===== src/rtl/id_pipe_stage.sv =====
// RV64I decode stage: one instruction per cycle into operands and ALU/mem/branch controls, 1-cycle latency.
// Valid/ready on both sides. The output register holds while execute stalls; one bubble on load-use; flush drops everything.
module id_pipe_stage #(
    parameter int unsigned      XLEN   = 64,
    parameter logic [XLEN-1:0]  RST_PC = '0
) (
    input  logic             clk,
    input  logic             rst,
    input  logic             in_valid,
    output logic             in_ready,
    input  logic [31:0]      inst,
    input  logic [XLEN-1:0]  pc,
    output logic             rs1_r_ena,
    output logic             rs2_r_ena,
    output logic [4:0]       rs1_r_addr,
    output logic [4:0]       rs2_r_addr,
    input  logic [XLEN-1:0]  r_data1,
    input  logic [XLEN-1:0]  r_data2,
    input  logic             flush,
    output logic             out_valid,
    input  logic             out_ready,
    output logic [XLEN-1:0]  out_pc,
    output logic [4:0]       out_rd,
    output logic             out_rd_wen,
    output logic [XLEN-1:0]  out_op1,
    output logic [XLEN-1:0]  out_op2,
    output logic [XLEN-1:0]  out_rs2_data,
    output logic [XLEN-1:0]  out_imm,
    output logic [3:0]       out_alu_op,
    output logic             out_is_word,
    output logic             out_mem_read,
    output logic             out_mem_write,
    output logic [1:0]       out_mem_size,
    output logic             out_mem_unsigned,
    output logic             out_branch,
    output logic [2:0]       out_br_func,
    output logic [1:0]       out_jump,
    output logic             out_illegal
);
    localparam logic [6:0] OPC_LUI = 7'b0110111, OPC_AUIPC = 7'b0010111, OPC_JAL = 7'b1101111;
    localparam logic [6:0] OPC_JALR = 7'b1100111, OPC_BRANCH = 7'b1100011, OPC_LOAD = 7'b0000011;
    localparam logic [6:0] OPC_STORE = 7'b0100011, OPC_OPIMM = 7'b0010011, OPC_OPIMM32 = 7'b0011011;
    localparam logic [6:0] OPC_OP = 7'b0110011, OPC_OP32 = 7'b0111011;

    localparam logic [3:0] ALU_ADD = 4'd0, ALU_SUB = 4'd1, ALU_SLL = 4'd2, ALU_SLT = 4'd3;
    localparam logic [3:0] ALU_SLTU = 4'd4, ALU_XOR = 4'd5, ALU_SRL = 4'd6, ALU_SRA = 4'd7;
    localparam logic [3:0] ALU_OR = 4'd8, ALU_AND = 4'd9, ALU_PASSB = 4'd10;

    typedef struct packed {
        logic [4:0]      rd;
        logic            rd_wen;
        logic [XLEN-1:0] op1;
        logic [XLEN-1:0] op2;
        logic [XLEN-1:0] rs2_data;
        logic [XLEN-1:0] imm;
        logic [3:0]      alu_op;
        logic            is_word;
        logic            mem_read;
        logic            mem_write;
        logic [1:0]      mem_size;
        logic            mem_unsigned;
        logic            branch;
        logic [2:0]      br_func;
        logic [1:0]      jump;
        logic            illegal;
    } dec_t;

    function automatic logic [3:0] alu_sel(input logic [2:0] f3, input logic alt);
        logic [3:0] r;
        case (f3)
            3'b000:  r = alt ? ALU_SUB : ALU_ADD;
            3'b001:  r = ALU_SLL;
            3'b010:  r = ALU_SLT;
            3'b011:  r = ALU_SLTU;
            3'b100:  r = ALU_XOR;
            3'b101:  r = alt ? ALU_SRA : ALU_SRL;
            3'b110:  r = ALU_OR;
            default: r = ALU_AND;
        endcase
        return r;
    endfunction

    logic [6:0]      opc;
    logic [2:0]      f3;
    logic [6:0]      f7;
    logic [XLEN-1:0] imm_i, imm_s, imm_b, imm_u, imm_j, shamt;
    logic [XLEN-1:0] rs1_val, rs2_val;
    logic            rs1_en, rs2_en, wen, ill, hazard;
    dec_t            dec_new, dec_d, dec_q;
    logic            valid_d, valid_q;
    logic [XLEN-1:0] pc_d, pc_q;

    assign opc   = inst[6:0];
    assign f3    = inst[14:12];
    assign f7    = inst[31:25];
    assign imm_i = XLEN'($signed(inst[31:20]));
    assign imm_s = XLEN'($signed({inst[31:25], inst[11:7]}));
    assign imm_b = XLEN'($signed({inst[31], inst[7], inst[30:25], inst[11:8], 1'b0}));
    assign imm_u = XLEN'($signed({inst[31:12], 12'b0}));
    assign imm_j = XLEN'($signed({inst[31], inst[19:12], inst[20], inst[30:21], 1'b0}));
    assign shamt = XLEN'((opc == OPC_OPIMM32) ? {1'b0, inst[24:20]} : inst[25:20]);

    // Read enables depend on the opcode alone so the operand muxes below never feed back into them.
    always_comb begin
        rs1_en = 1'b0;
        rs2_en = 1'b0;
        case (opc)
            OPC_JALR, OPC_LOAD, OPC_OPIMM, OPC_OPIMM32: rs1_en = 1'b1;
            OPC_BRANCH, OPC_STORE, OPC_OP, OPC_OP32: begin
                rs1_en = 1'b1;
                rs2_en = 1'b1;
            end
            default: ;
        endcase
    end

    assign rs1_r_ena  = rs1_en;
    assign rs2_r_ena  = rs2_en;
    assign rs1_r_addr = rs1_en ? inst[19:15] : 5'd0;
    assign rs2_r_addr = rs2_en ? inst[24:20] : 5'd0;
    assign rs1_val    = (rs1_r_addr == 5'd0) ? '0 : r_data1;
    assign rs2_val    = (rs2_r_addr == 5'd0) ? '0 : r_data2;

    always_comb begin
        dec_new    = '0;
        dec_new.rd = inst[11:7];
        wen        = 1'b0;
        ill        = 1'b0;
        case (opc)
            OPC_LUI: begin
                wen = 1'b1;
                dec_new.op2    = imm_u;
                dec_new.alu_op = ALU_PASSB;
            end
            OPC_AUIPC: begin
                wen = 1'b1;
                dec_new.op1 = pc;
                dec_new.op2 = imm_u;
            end
            OPC_JAL, OPC_JALR: begin
                wen = 1'b1;
                ill = (opc == OPC_JALR) && (f3 != 3'b000);
                dec_new.op1  = pc;
                dec_new.op2  = XLEN'(4);
                dec_new.imm  = (opc == OPC_JAL) ? imm_j : imm_i;
                dec_new.jump = (opc == OPC_JAL) ? 2'd1 : 2'd2;
            end
            OPC_BRANCH: begin
                ill = (f3[2:1] == 2'b01);
                dec_new.op1      = rs1_val;
                dec_new.op2      = rs2_val;
                dec_new.rs2_data = rs2_val;
                dec_new.imm      = imm_b;
                dec_new.branch   = 1'b1;
                dec_new.br_func  = f3;
            end
            OPC_LOAD: begin
                wen = 1'b1;
                ill = (f3 == 3'b111);
                dec_new.op1          = rs1_val;
                dec_new.op2          = imm_i;
                dec_new.imm          = imm_i;
                dec_new.mem_read     = 1'b1;
                dec_new.mem_size     = f3[1:0];
                dec_new.mem_unsigned = f3[2];
            end
            OPC_STORE: begin
                ill = f3[2];
                dec_new.op1       = rs1_val;
                dec_new.op2       = imm_s;
                dec_new.imm       = imm_s;
                dec_new.rs2_data  = rs2_val;
                dec_new.mem_write = 1'b1;
                dec_new.mem_size  = f3[1:0];
            end
            OPC_OPIMM, OPC_OPIMM32: begin
                wen = 1'b1;
                dec_new.is_word = (opc == OPC_OPIMM32);
                dec_new.op1     = rs1_val;
                dec_new.op2     = (f3[1:0] == 2'b01) ? shamt : imm_i;
                dec_new.alu_op  = alu_sel(f3, inst[30] & (f3 == 3'b101));
                if (f3 == 3'b001)
                    ill = dec_new.is_word ? (f7 != 7'd0) : (inst[31:26] != 6'd0);
                else if (f3 == 3'b101)
                    ill = dec_new.is_word ? (f7 != 7'd0 && f7 != 7'b0100000)
                                          : (inst[31:26] != 6'd0 && inst[31:26] != 6'b010000);
                else
                    ill = dec_new.is_word && (f3 != 3'b000);
            end
            OPC_OP, OPC_OP32: begin
                wen = 1'b1;
                dec_new.is_word = (opc == OPC_OP32);
                dec_new.op1     = rs1_val;
                dec_new.op2     = rs2_val;
                dec_new.alu_op  = alu_sel(f3, inst[30]);
                if (f7 == 7'd0)
                    ill = dec_new.is_word && !(f3 == 3'b000 || f3 == 3'b001 || f3 == 3'b101);
                else if (f7 == 7'b0100000)
                    ill = !(f3 == 3'b000 || f3 == 3'b101);
                else
                    ill = 1'b1;
            end
            default: ill = 1'b1;
        endcase
        // Illegal instructions still flow downstream but must have no side effects.
        if (ill) begin
            dec_new.mem_read  = 1'b0;
            dec_new.mem_write = 1'b0;
            dec_new.branch    = 1'b0;
            dec_new.jump      = 2'd0;
        end
        dec_new.illegal = ill;
        dec_new.rd_wen  = wen & ~ill & (inst[11:7] != 5'd0);
    end

    assign hazard = valid_q & dec_q.mem_read & (dec_q.rd != 5'd0) &
                    ((rs1_r_ena & (rs1_r_addr == dec_q.rd)) | (rs2_r_ena & (rs2_r_addr == dec_q.rd)));
    assign in_ready = flush | ((~valid_q | out_ready) & ~hazard);

    always_comb begin
        valid_d = valid_q;
        dec_d   = dec_q;
        pc_d    = pc_q;
        if (flush) begin
            valid_d = 1'b0;
        end else if (in_valid & in_ready) begin
            valid_d = 1'b1;
            dec_d   = dec_new;
            pc_d    = pc;
        end else if (valid_q & out_ready) begin
            valid_d = 1'b0;
        end
    end

    always_ff @(posedge clk or posedge rst) begin
        if (rst) begin
            valid_q <= 1'b0;
            pc_q    <= RST_PC;
            dec_q   <= '0;
        end else begin
            valid_q <= valid_d;
            pc_q    <= pc_d;
            dec_q   <= dec_d;
        end
    end

    assign out_valid        = valid_q;
    assign out_pc           = pc_q;
    assign out_rd           = dec_q.rd;
    assign out_rd_wen       = dec_q.rd_wen;
    assign out_op1          = dec_q.op1;
    assign out_op2          = dec_q.op2;
    assign out_rs2_data     = dec_q.rs2_data;
    assign out_imm          = dec_q.imm;
    assign out_alu_op       = dec_q.alu_op;
    assign out_is_word      = dec_q.is_word;
    assign out_mem_read     = dec_q.mem_read;
    assign out_mem_write    = dec_q.mem_write;
    assign out_mem_size     = dec_q.mem_size;
    assign out_mem_unsigned = dec_q.mem_unsigned;
    assign out_branch       = dec_q.branch;
    assign out_br_func      = dec_q.br_func;
    assign out_jump         = dec_q.jump;
    assign out_illegal      = dec_q.illegal;

endmodule


===== config.mk =====
export PLATFORM = sky130hd
export DESIGN_NAME = id_pipe_stage
export DESIGN_NICKNAME = d
export VERILOG_FILES = /design/src/rtl/id_pipe_stage.sv
export SDC_FILE = /design/constraint.sdc
export NUM_CORES = 1
export LEC_CHECK = 0
export ABC_AREA = 1
export BUFFER_PORTS_ARGS = -buffer_cell sky130_fd_sc_hd__buf_2
export CELL_PAD_IN_SITES_DETAIL_PLACEMENT = 1
export CELL_PAD_IN_SITES_GLOBAL_PLACEMENT = 2
export CORE_AREA = 2 2 251 253
export DETAILED_ROUTE_END_ITERATION = 10
export DIE_AREA = 0 0 253 255
export HOLD_SLACK_MARGIN = 0.05
export PLACE_DENSITY = 0.86
export SLEW_MARGIN = 20
export SYNTH_ARGS = -nofsm -noshare
export SYNTH_HDL_FRONTEND = slang
export SYNTH_SLANG_ARGS = --single-unit

===== constraint.sdc =====
create_clock -name clk -period 11.3 [get_ports clk]
set_clock_uncertainty 0.15 [all_clocks]
set_input_delay 1.13 -clock clk [delete_from_list [all_inputs] [get_ports clk]]
set_output_delay 1.13 -clock clk [all_outputs]
set_load 0.05 [all_outputs]

# [Word level (Yosys, flattened, before mapping)]
# Cells that the tools add are included.
[classes] add_sub_neg=0 n_mul=0 n_div=0 n_lt_le_gt_ge=0 eq_ne=25 shift=0 n_mux=42 bitwise=18 reduce_logical=33
[op_table] op="$pmux W64 S6" n=1
[op_table] op="$mux W64" n=4
[op_table] op="$pmux W64 S4" n=1
[op_table] op="$pmux W64 S2" n=1
[op_table] op="$pmux W4 S7" n=2
[op_table] op="$eq A7 B6 Y1 const B" n=5
[op_table] op="$eq A7 B5 Y1 const B" n=3
[op_table] op="$eq A7 B7 Y1 const B" n=3
[op_table] op="$mux W1" n=20
[op_table] op="$mux W20" n=1
[op_table] op="$eq A3 B3 Y1 const B" n=4
[op_table] op="$pmux W4 S3" n=1
[op_table] op="$reduce_or A2 Y1" n=6
[op_table] op="$and A1 B1 Y1" n=11
[op_table] op="$eq A5 B5 Y1" n=2
[op_table] op="$logic_not A5 Y1" n=2
[op_table] op="$mux W2" n=5
[op_table] op="$mux W5" n=2
[op_table] op="$reduce_bool A5 Y1" n=2
[op_table] op="$reduce_or A9 Y1" n=1
[op_table] op="$reduce_or A8 Y1" n=1
[op_table] op="$eq A7 B2 Y1 const B" n=1
[op_table] op="$logic_not A7 Y1" n=1
[op_table] op="$ne A7 B6 Y1 const B" n=1
[op_table] op="21 further kinds" n=37
[totals] register_bits=344 latch_bits=0 ram_bits=0 romBits=0 input_bits=229 output_inout_bits=357 memories=0

# [Longest topological paths before layout]
# Gate-level depths: netlist of run 1.
[logic_depth] depth_word=14 mapped_depth=17 mapped_depth_nobuf=15

# [Worst setup path before layout of run 1]
# No wires, ideal clock.
[synth_timing] path_kind="input to output" startpoint="input port inst[5]" endpoint="output port in_ready" t_arrival_ns=3.379 required_ns=10.020 setup_slack_ns=6.641 cell_stages=12 path_buffers=1 cell_sequence="buf_4 nand2_1 nor2_1 nand2_1 nand3_4 nand2_2 inv_2 nand2_1 nand2_1 nand2_1 nand2_1 a21boi_0"
[synth_between] elab_chain_cells=11
[synth_lines] item="from (decl)" line="11" rtl="input logic [31:0] inst,"
[synth_lines] item="$eq A7 B6 Y1 / $eq A7 B7 Y1 (equally long branches)" line="107" rtl="case (opc)"
[synth_lines] item="$reduce_or A4 Y1 *" line="107"
[synth_lines] item="$mux W1 *" line="107"
[synth_lines] item="via rs2_r_ena" line="14" rtl="output logic rs2_r_ena,"
[synth_lines] item="$mux W5 *" line="120" rtl="assign rs2_r_addr = rs2_en ? inst[24:20] : 5'd0;"
[synth_lines] item="via rs2_r_addr[0]" line="16" rtl="output logic [4:0] rs2_r_addr,"
[synth_lines] item="$eq A5 B5 Y1 *" line="217" rtl="((rs1_r_ena & (rs1_r_addr == dec_q.rd)) | (rs2_r_ena & (rs2_r_addr == dec_q.rd)));"
[synth_lines] item="$and A1 B1 Y1 *" line="217"
[synth_lines] item="$or A1 B1 Y1 *" line="217"
[synth_lines] item="$and A1 B1 Y1 *" line="216" rtl="assign hazard = valid_q & dec_q.mem_read & (dec_q.rd != 5'd0) &"
[synth_lines] item="$not A1 Y1 *" line="218" rtl="assign in_ready = flush | ((~valid_q | out_ready) & ~hazard);"
[synth_lines] item="$and A1 B1 Y1 *" line="218"
[synth_lines] item="$or A1 B1 Y1 *" line="218"
[synth_lines] item="to (decl)" line="10" rtl="output logic in_ready,"
# The timed path passes the listed nets; every way through them passes the cells marked *.

# [Worst setup path in the final report of run 1]
[layout_timing] startpoint="input port inst[1]" endpoint="output port in_ready"
[layout_between] elab_chain_cells=11
[layout_lines] item="$eq A7 B5 Y1, or another cell as far along" line="107"
[layout_lines] item="$reduce_or A8 Y1 (no line) / $reduce_or A4 Y1 (equally long branches)"
[layout_lines] item="$mux W1" line="107"
[layout_lines] item="$mux W5, on equally long branches" line="119, 120"
[layout_lines] item="$eq A5 B5 Y1" line="217"
[layout_lines] item="$and A1 B1 Y1" line="217"
[layout_lines] item="$or A1 B1 Y1 *" line="217"
[layout_lines] item="$and A1 B1 Y1 *" line="216"
[layout_lines] item="$not A1 Y1 *" line="218"
[layout_lines] item="$and A1 B1 Y1 *" line="218"
[layout_lines] item="$or A1 B1 Y1 *" line="218"
# Every way passes the cells marked *; elsewhere a longest branch is shown, timed or not.

==> results of run 1 <==
worst paths after layout:
check                                         to  startpoint  slack (ps)
worst max-delay path                    in_ready     inst[1]        6060
worst min-delay path                  out_op1[3]  out_op1[3]         310
worst max register to register  out_rs2_data[16]   out_valid        7290
worst min register to register        out_op1[3]  out_op1[3]         310
max in group asynchronous            out_op2[60]         rst        8810
min in group asynchronous            out_op2[46]         rst         590
stage by stage:
stage / total power, mW / area (µm²) / instances / hold slack, ps / setup slack (ps)
finish: 2.98 / 20800 / 3559 / 313 / 6060
global route: 3.11 / 20800 / 3558 / 334 / 5740
CTS: 3.02 / 20800 / 3544 / 316 / 5910
detailed placement: 1.69 / 19400 / 3473 / 303 / 5490
global placement: 1.68 / 19400 / 3473 / 299 / 5680
floorplan: 1.51 / 16500 / 2296 / 600 / 1700
worst max-delay path: cells and delay by family:
family,cells,cell delay [ps]
buffers and inverters,5,1230
AO/OA/AOI/OAI,1,590
AND/OR/NAND/NOR,8,990
cell usage after synthesis (all sizes together):
master,number
nand2,989
nand4,303
dfrtp,301
nor2,177
buf,146
inv,125
nand3,86
clkbuf,82
a21oi,34
o21ai,29
nor3,6
o22ai,4
nand3b,2
o211ai,2
o31ai,2
a211oi,1
a21boi,1
clkinv,1
o2111ai,1
o21bai,1
o32ai,1
xnor2,1
xor2,1
kinds of logic after synthesis:
family	count (synthesis)	synth area share (%)
simple gates	1563	41.2
buf+inv	354	10.5
flops	301	45.6
compound gates	76	2.59
xor+xnor	2	0.106
registers in the layout, indices dropped and copies added, names as in the netlist, 2 cells and up:
name / cells
out_alu_op: 4
out_op2: 64
out_rd: 5
out_jump: 2
out_rs2_data: 64
out_mem_size: 2
out_pc: 64
out_imm: 21
out_br_func: 3
out_op1: 64
power by group through the flow:
stage / combinational [mW] / sequential, mW / clock, mW
floorplan: 0.169 / 1.34 / 0
global placement: 0.505 / 1.17 / 0
CTS: 0.513 / 1.16 / 1.35
detailed placement: 0.512 / 1.18 / 0
finish: 0.510 / 1.16 / 1.31
global route: 0.545 / 1.16 / 1.40
metal layers:
metal,share of wire [%],routed length [µm],vias to the layer above,track usage [%]
met5,0.050,37,-,0
met4,5.0,3720,6,10.8
met3,4.8,3580,177,3.38
met2,48,35500,560,36.7
met1,43,31900,8826,28.7
li1,-,-,8283,-
cell type report:
cell class | instances | area, µm²
fillers | 7858 | 41300
flip-flops and latches | 301 | 7530
multi-input cells | 1641 | 7290
repair buffers | 607 | 3150
clock buffers | 59 | 1180
well taps | 799 | 1000
inverters | 126 | 480
clock inverters | 12 | 151
diodes | 14 | 35.0
==> impl_metrics.yaml, run 1 <==
outcome:
  outcome: "complete, no violations"
timing:
  clock.fmax_mhz: 191
  final.min_clock_period_ps: 5240
  worst_slew_pin_slew_ps: 1130
  unrepaired_setup_endpoints_after_global_routing: "no"
  final-hold-violation-count: 0
  relSlewSlack_pct: 24.9
  finalSetupViolations: 0
  fin_setup_tns_ps: 0
  max_slew_violation_total_from_the_final_report: 0
  fin_crit_sh_pct: 46.3
power_and_ir_drop:
  ir_drop_mv: 0.0848
  power.leakage_nw: 12.4
  power.sequential.fraction_pct: 38.8
  p_sw_mw: 0.953
  power.clock.fraction_pct: 44.1
  power.density_cell_area_nw_per_um2: 143
  pwr-share-comb_pct: 17.1
  switching_share_of_power_pct: 32.0
  cellInternalPower_mw: 2.03
placement:
  place.detailed.hpwl_mm: 52.0
  portBuffers: 585
  gp_routability_congestion: 0.899
worst_setup_path:
  cp_max_fo: 65
  crit_path_end_kind: "output port"
  path_common_cell: "sky130_fd_sc_hd__nand2_1"
  critical-path-max-stage-delay_ps: 610
  crit_type: "in -> out"
  crit_slowest_cell: "sky130_fd_sc_hd__buf_4"
  worstRegToRegCells: 7
  critical_path_source_type: "input pin"
  worstPathRequired_ps: 10020
  critical_path.cell_chain: "buf_2, nand2_1, inv_2, nand3_2, buf_4, nand3_4, nand2_2, inv_2, nand2_1, nand2_1, nand2_1, nand2_1, a21boi_0, buf_2"
  worst-endpoint-arrival_ps: 3960
clocking:
  postCtsResizedCells: 0
  clock_path_buffers: 3
  cts_setup_buffers: 0
  clk_pin_slew_worst_paths_ps: 50
  clock_latency_ps: 560
  holdBufCountCts: 0
  cts.sink_count: 301
  cts-htree-levels: 2
  clock_buffers_created_by_tritoncts: 40
  cts_root_buffer: "sky130_fd_sc_hd__clkbuf_16"
  cts_tree: "built"
drt:
  drt-initial-drc-count: 1231
  post-route-drc-count: 0
  final_antenna_net_count: 0
  drt_pre_antenna_iters: 5
  wl_per_cell_um: 21.0
  vias_per_cell: 5.02
  postRouteWirelength_mm: 74.7
  dr_total_vias: 17900
synthesis:
  yosys_warnings: 0
  ys_seq_elements: 301
  syn-cell-area_um2: 16500
  synth.area.top_cells: "sky130_fd_sc_hd__dfrtp_1 46%, sky130_fd_sc_hd__nand2_1 22%, sky130_fd_sc_hd__nand4_1 11%"
  yosysUniqueCellTypes: 34
  netlist_instances: 2296
  synth_seq_area_share_pct: 45.6
  area_fraction_of_the_dominant_cell_type_after_synthesis_pct: 45.6
  synthesized_nets: 2525
  netlist.top_cell.by_area: "sky130_fd_sc_hd__dfrtp_1"
  syn-mean-instance-area_um2: 7.19
finish:
  layout.cells.most_common_list: "982 x sky130_fd_sc_hd__nand2_1, 585 x sky130_fd_sc_hd__buf_2, 303 x sky130_fd_sc_hd__nand4_1"
  area_growth_syn_to_layout_pct: 26.2
  final_layout_size_suffix_gt1_share_pct: 25.5
  final_common_cell: "sky130_fd_sc_hd__nand2_1"
  finish.utilization_pct: 33.5
  final_nets: 2946
floorplan:
  die_area_um2: 64500
  core_um2: 62200
  standard_cell_row_count: 92
  die_w_um: 253
  floorplan.initialDensity_pct: 26.5
  die-height_um: 255
  top_level_ports: 586
global_routing:
  grt_first_pass_wirelength_mm: 111
  antenna_found_initial: 16
  groute.usage.overall_pct: 22.3
  grt_overflow: 0
  via_count_of_the_first_global_routing_pass: 17900
  grt_start_max_net_pins: 209
hold_path:
  hold_class: "reg -> reg"
  hold_depth: 2
job:
  drv_cap: 0
Note: power is estimated with default switching activity, not from simulation.
==> inputs of run 2 (changes only) <==
- ABC_AREA: 1 -> 0
- CORE_AREA: 2 2 251 253 -> 2 2 241 243
- DIE_AREA: 0 0 253 255 -> 0 0 243 245
- PLACE_DENSITY: 0.86 -> 0.81
- clock period: 11.3 -> 4.6 ns (I/O delays scaled with it)
==> run 2 against run 1 <==
Compared with the run above:
- non-clock buffer count increased by 192
- sequential cell count unchanged
- synthesized cell count decreased by 35%
- clock power increased by 120%
- final area decreased by 4.6%
- worst setup slack got worse by 4800 ps
- global-route usage decreased by 2.7 points
- hold slack got worse by 230 ps
- critical endpoint is now out_op1[44]
- largest power group is now sequential cells
==> impl_metrics.yaml, run 2 <==
timing:
  max_slew_violation_total_from_the_final_report: 0
  relSlewSlack_pct: 34.5
  worst_slew_pin_slew_ps: 981
  finalSetupViolations: 0
  fin_crit_sh_pct: 72.8
  final-hold-violation-count: 0
  holdWs_ps: 86.8
  clock.fmax_mhz: 299
  final.min_clock_period_ps: 3350
  unrepaired_setup_endpoints_after_global_routing: "no"
  fin_setup_tns_ps: 0
power_and_ir_drop:
  ir_drop_mv: 0.246
  power.total_mw: 8.02
  power.leakage_nw: 10.3
  power.density_cell_area_nw_per_um2: 404
clocking:
  clock_path_buffers: 3
  clk_pin_slew_worst_paths_ps: 50
  clock_buffers_created_by_tritoncts: 38
  holdBufCountCts: 195
  cts_tree: "built"
  cts_setup_buffers: 0
  cts-htree-levels: 2
  postCtsResizedCells: 0
  cts_root_buffer: "sky130_fd_sc_hd__clkbuf_16"
  clock_latency_ps: 530
  cts.sink_count: 301
placement:
  place.detailed.hpwl_mm: 40.8
  gp_routability_congestion: 0.838
  place.detailed.instances: 2703
  portBuffers: 585
drt:
  post-route-drc-count: 0
  dr_total_vias: 14000
  postRouteWirelength_mm: 60.9
  drt-initial-drc-count: 680
  wl_per_cell_um: 20.6
  drt_pre_antenna_iters: 5
  vias_per_cell: 4.72
  final_antenna_net_count: 0
floorplan:
  die_w_um: 243
  die_area_um2: 59500
  top_level_ports: 586
  core_um2: 57000
  die-height_um: 245
  floorplan.initialDensity_pct: 23.7
  standard_cell_row_count: 88
finish:
  final_common_cell: "sky130_fd_sc_hd__buf_2"
  layout.cells.most_common_list: "585 x sky130_fd_sc_hd__buf_2, 434 x sky130_fd_sc_hd__nand2_1, 301 x sky130_fd_sc_hd__dfrtp_1"
  final_nets: 2403
  fillers: 6816
  area_growth_syn_to_layout_pct: 47.1
  antennaDiodeCount: 0
  layout.cells.non_filler: 2960
  final_layout_size_suffix_gt1_share_pct: 30.4
worst_setup_path:
  crit_slowest_cell: "sky130_fd_sc_hd__and3_4"
  critical-path-max-stage-delay_ps: 740
  crit_type: "reg -> reg"
  critical_path_source_type: "register"
  worst-endpoint-arrival_ps: 3640
  crit_path_end_kind: "register"
  path_common_cell: "sky130_fd_sc_hd__nor2_1"
  critical_path.cell_chain: "or4_1, o21ai_0, nand4b_1, and3_4, buf_4, nor2_1, nor2_1"
  worstPathRequired_ps: 4890
  cp_max_fo: 60
synthesis:
  synth-async-reset-ratio_pct: 100
  synthFlopType: "sky130_fd_sc_hd__dfrtp_1"
  muxShareOfSynthArea_pct: 0.111
  synth.area.top_cells: "sky130_fd_sc_hd__dfrtp_1 56%, sky130_fd_sc_hd__nand2_1 12%, sky130_fd_sc_hd__nor2_1 5.3%"
  yosysUniqueCellTypes: 57
  netlist.top_cell.by_area: "sky130_fd_sc_hd__dfrtp_1"
  synthAdderAreaFrac_pct: 0
  synthSimpleGateAreaFrac_pct: 23.0
  synth_edf_count: 0
  synth_top_family_by_area: "simple AND/OR/NAND/NOR gates"
  most_frequently_used_cell_type_in_the_post_synthesis_netlist: "sky130_fd_sc_hd__nand2_1"
  area_fraction_of_the_dominant_cell_type_after_synthesis_pct: 55.8
  synth_xor_xnor_area_share_pct: 0.713
  synth_compound_area_share_pct: 13.0
  synth_seq_area_share_pct: 55.8
  syn-cell-area_um2: 13500
  ys_seq_elements: 301
  syn-mean-instance-area_um2: 9.08
  synthesized_nets: 1717
  yosys_warnings: 0
  netlist_instances: 1488
  synth.top_cells.by_count: "434 x sky130_fd_sc_hd__nand2_1, 301 x sky130_fd_sc_hd__dfrtp_1, 191 x sky130_fd_sc_hd__nor2_1"
global_routing:
  grt_overflow: 0
  grt_start_max_net_pins: 143
  via_count_of_the_first_global_routing_pass: 14900
  grt_first_pass_wirelength_mm: 90.9
  antenna_found_initial: 3
  groute.usage.overall_pct: 19.6
hold_path:
  hold_class: "in -> reg"
job:
  drv_cap: 0
outcome:
  outcome: "complete, no violations"
-- run 2: power by group --
part	leakage, nW	internal (mW)	total (mW)	switching, mW
sequential	3.89	2.89	3.03	0.146
clock	0.577	1.74	2.93	1.19
combinational	5.83	0.516	2.05	1.53
-- run 2: path summary, 6_finish.rpt --
check	depth (start not counted)	end	slack [ps]	startpoint
worst min register to register	2	out_rs2_data[28]	310	out_rs2_data[28]
worst max-delay path	7	out_op1[44]	1250	out_rd[1]
min in group asynchronous	3	out_rs2_data[11]	370	rst
max in group asynchronous	4	out_pc[33]	2800	rst
worst min-delay path	3	out_op1[36]	90	r_data1[36]
worst max register to register	7	out_op1[44]	1250	out_rd[1]
-- run 2: logic make-up after synthesis --
family,Yosys count
xor+xnor,11
buf+inv,160
compound gates,257
simple gates,758
flops,301
mux,1
-- run 2: metrics by stage --
step	utilization, %	setup WS, ps	instance area [µm²]
2_1_floorplan	-	-11.0	13500
3_3_place_gp	29.3	1450	16700
3_5_place_dp	29.3	1330	16700
4_1_cts	34.8	1270	19900
5_1_grt	34.8	1060	19900
6_report	34.8	1250	19900
-- run 2: final cells by class --
class	count	area [µm²]	area share, %
clock buffers	53	1080	5.43
clock inverters	8	118	0.592
inverters	7	30.0	0.151
multi-input cells	1027	5040	25.4
flip-flops and latches	301	7530	37.9
well taps	765	957	4.82
repair buffers	799	5110	25.7
-- run 2: critical path, delay by kind of cell, from the launching register on --
family,cells,cell delay [ps]
AO/OA/AOI/OAI,1,150
buffers and inverters,1,640
flip-flops,1,430
AND/OR/NAND/NOR,5,1810
-- run 2: metal layers --
metal / vias to the layer above / share of wire, % / global-route usage [%]
li1: 6363 / - / -
met1: 6923 / 40 / 23.4
met2: 531 / 48 / 33.2
met3: 157 / 6.2 / 4.76
met4: 6 / 4.9 / 9.64
met5: - / 0.071 / 0
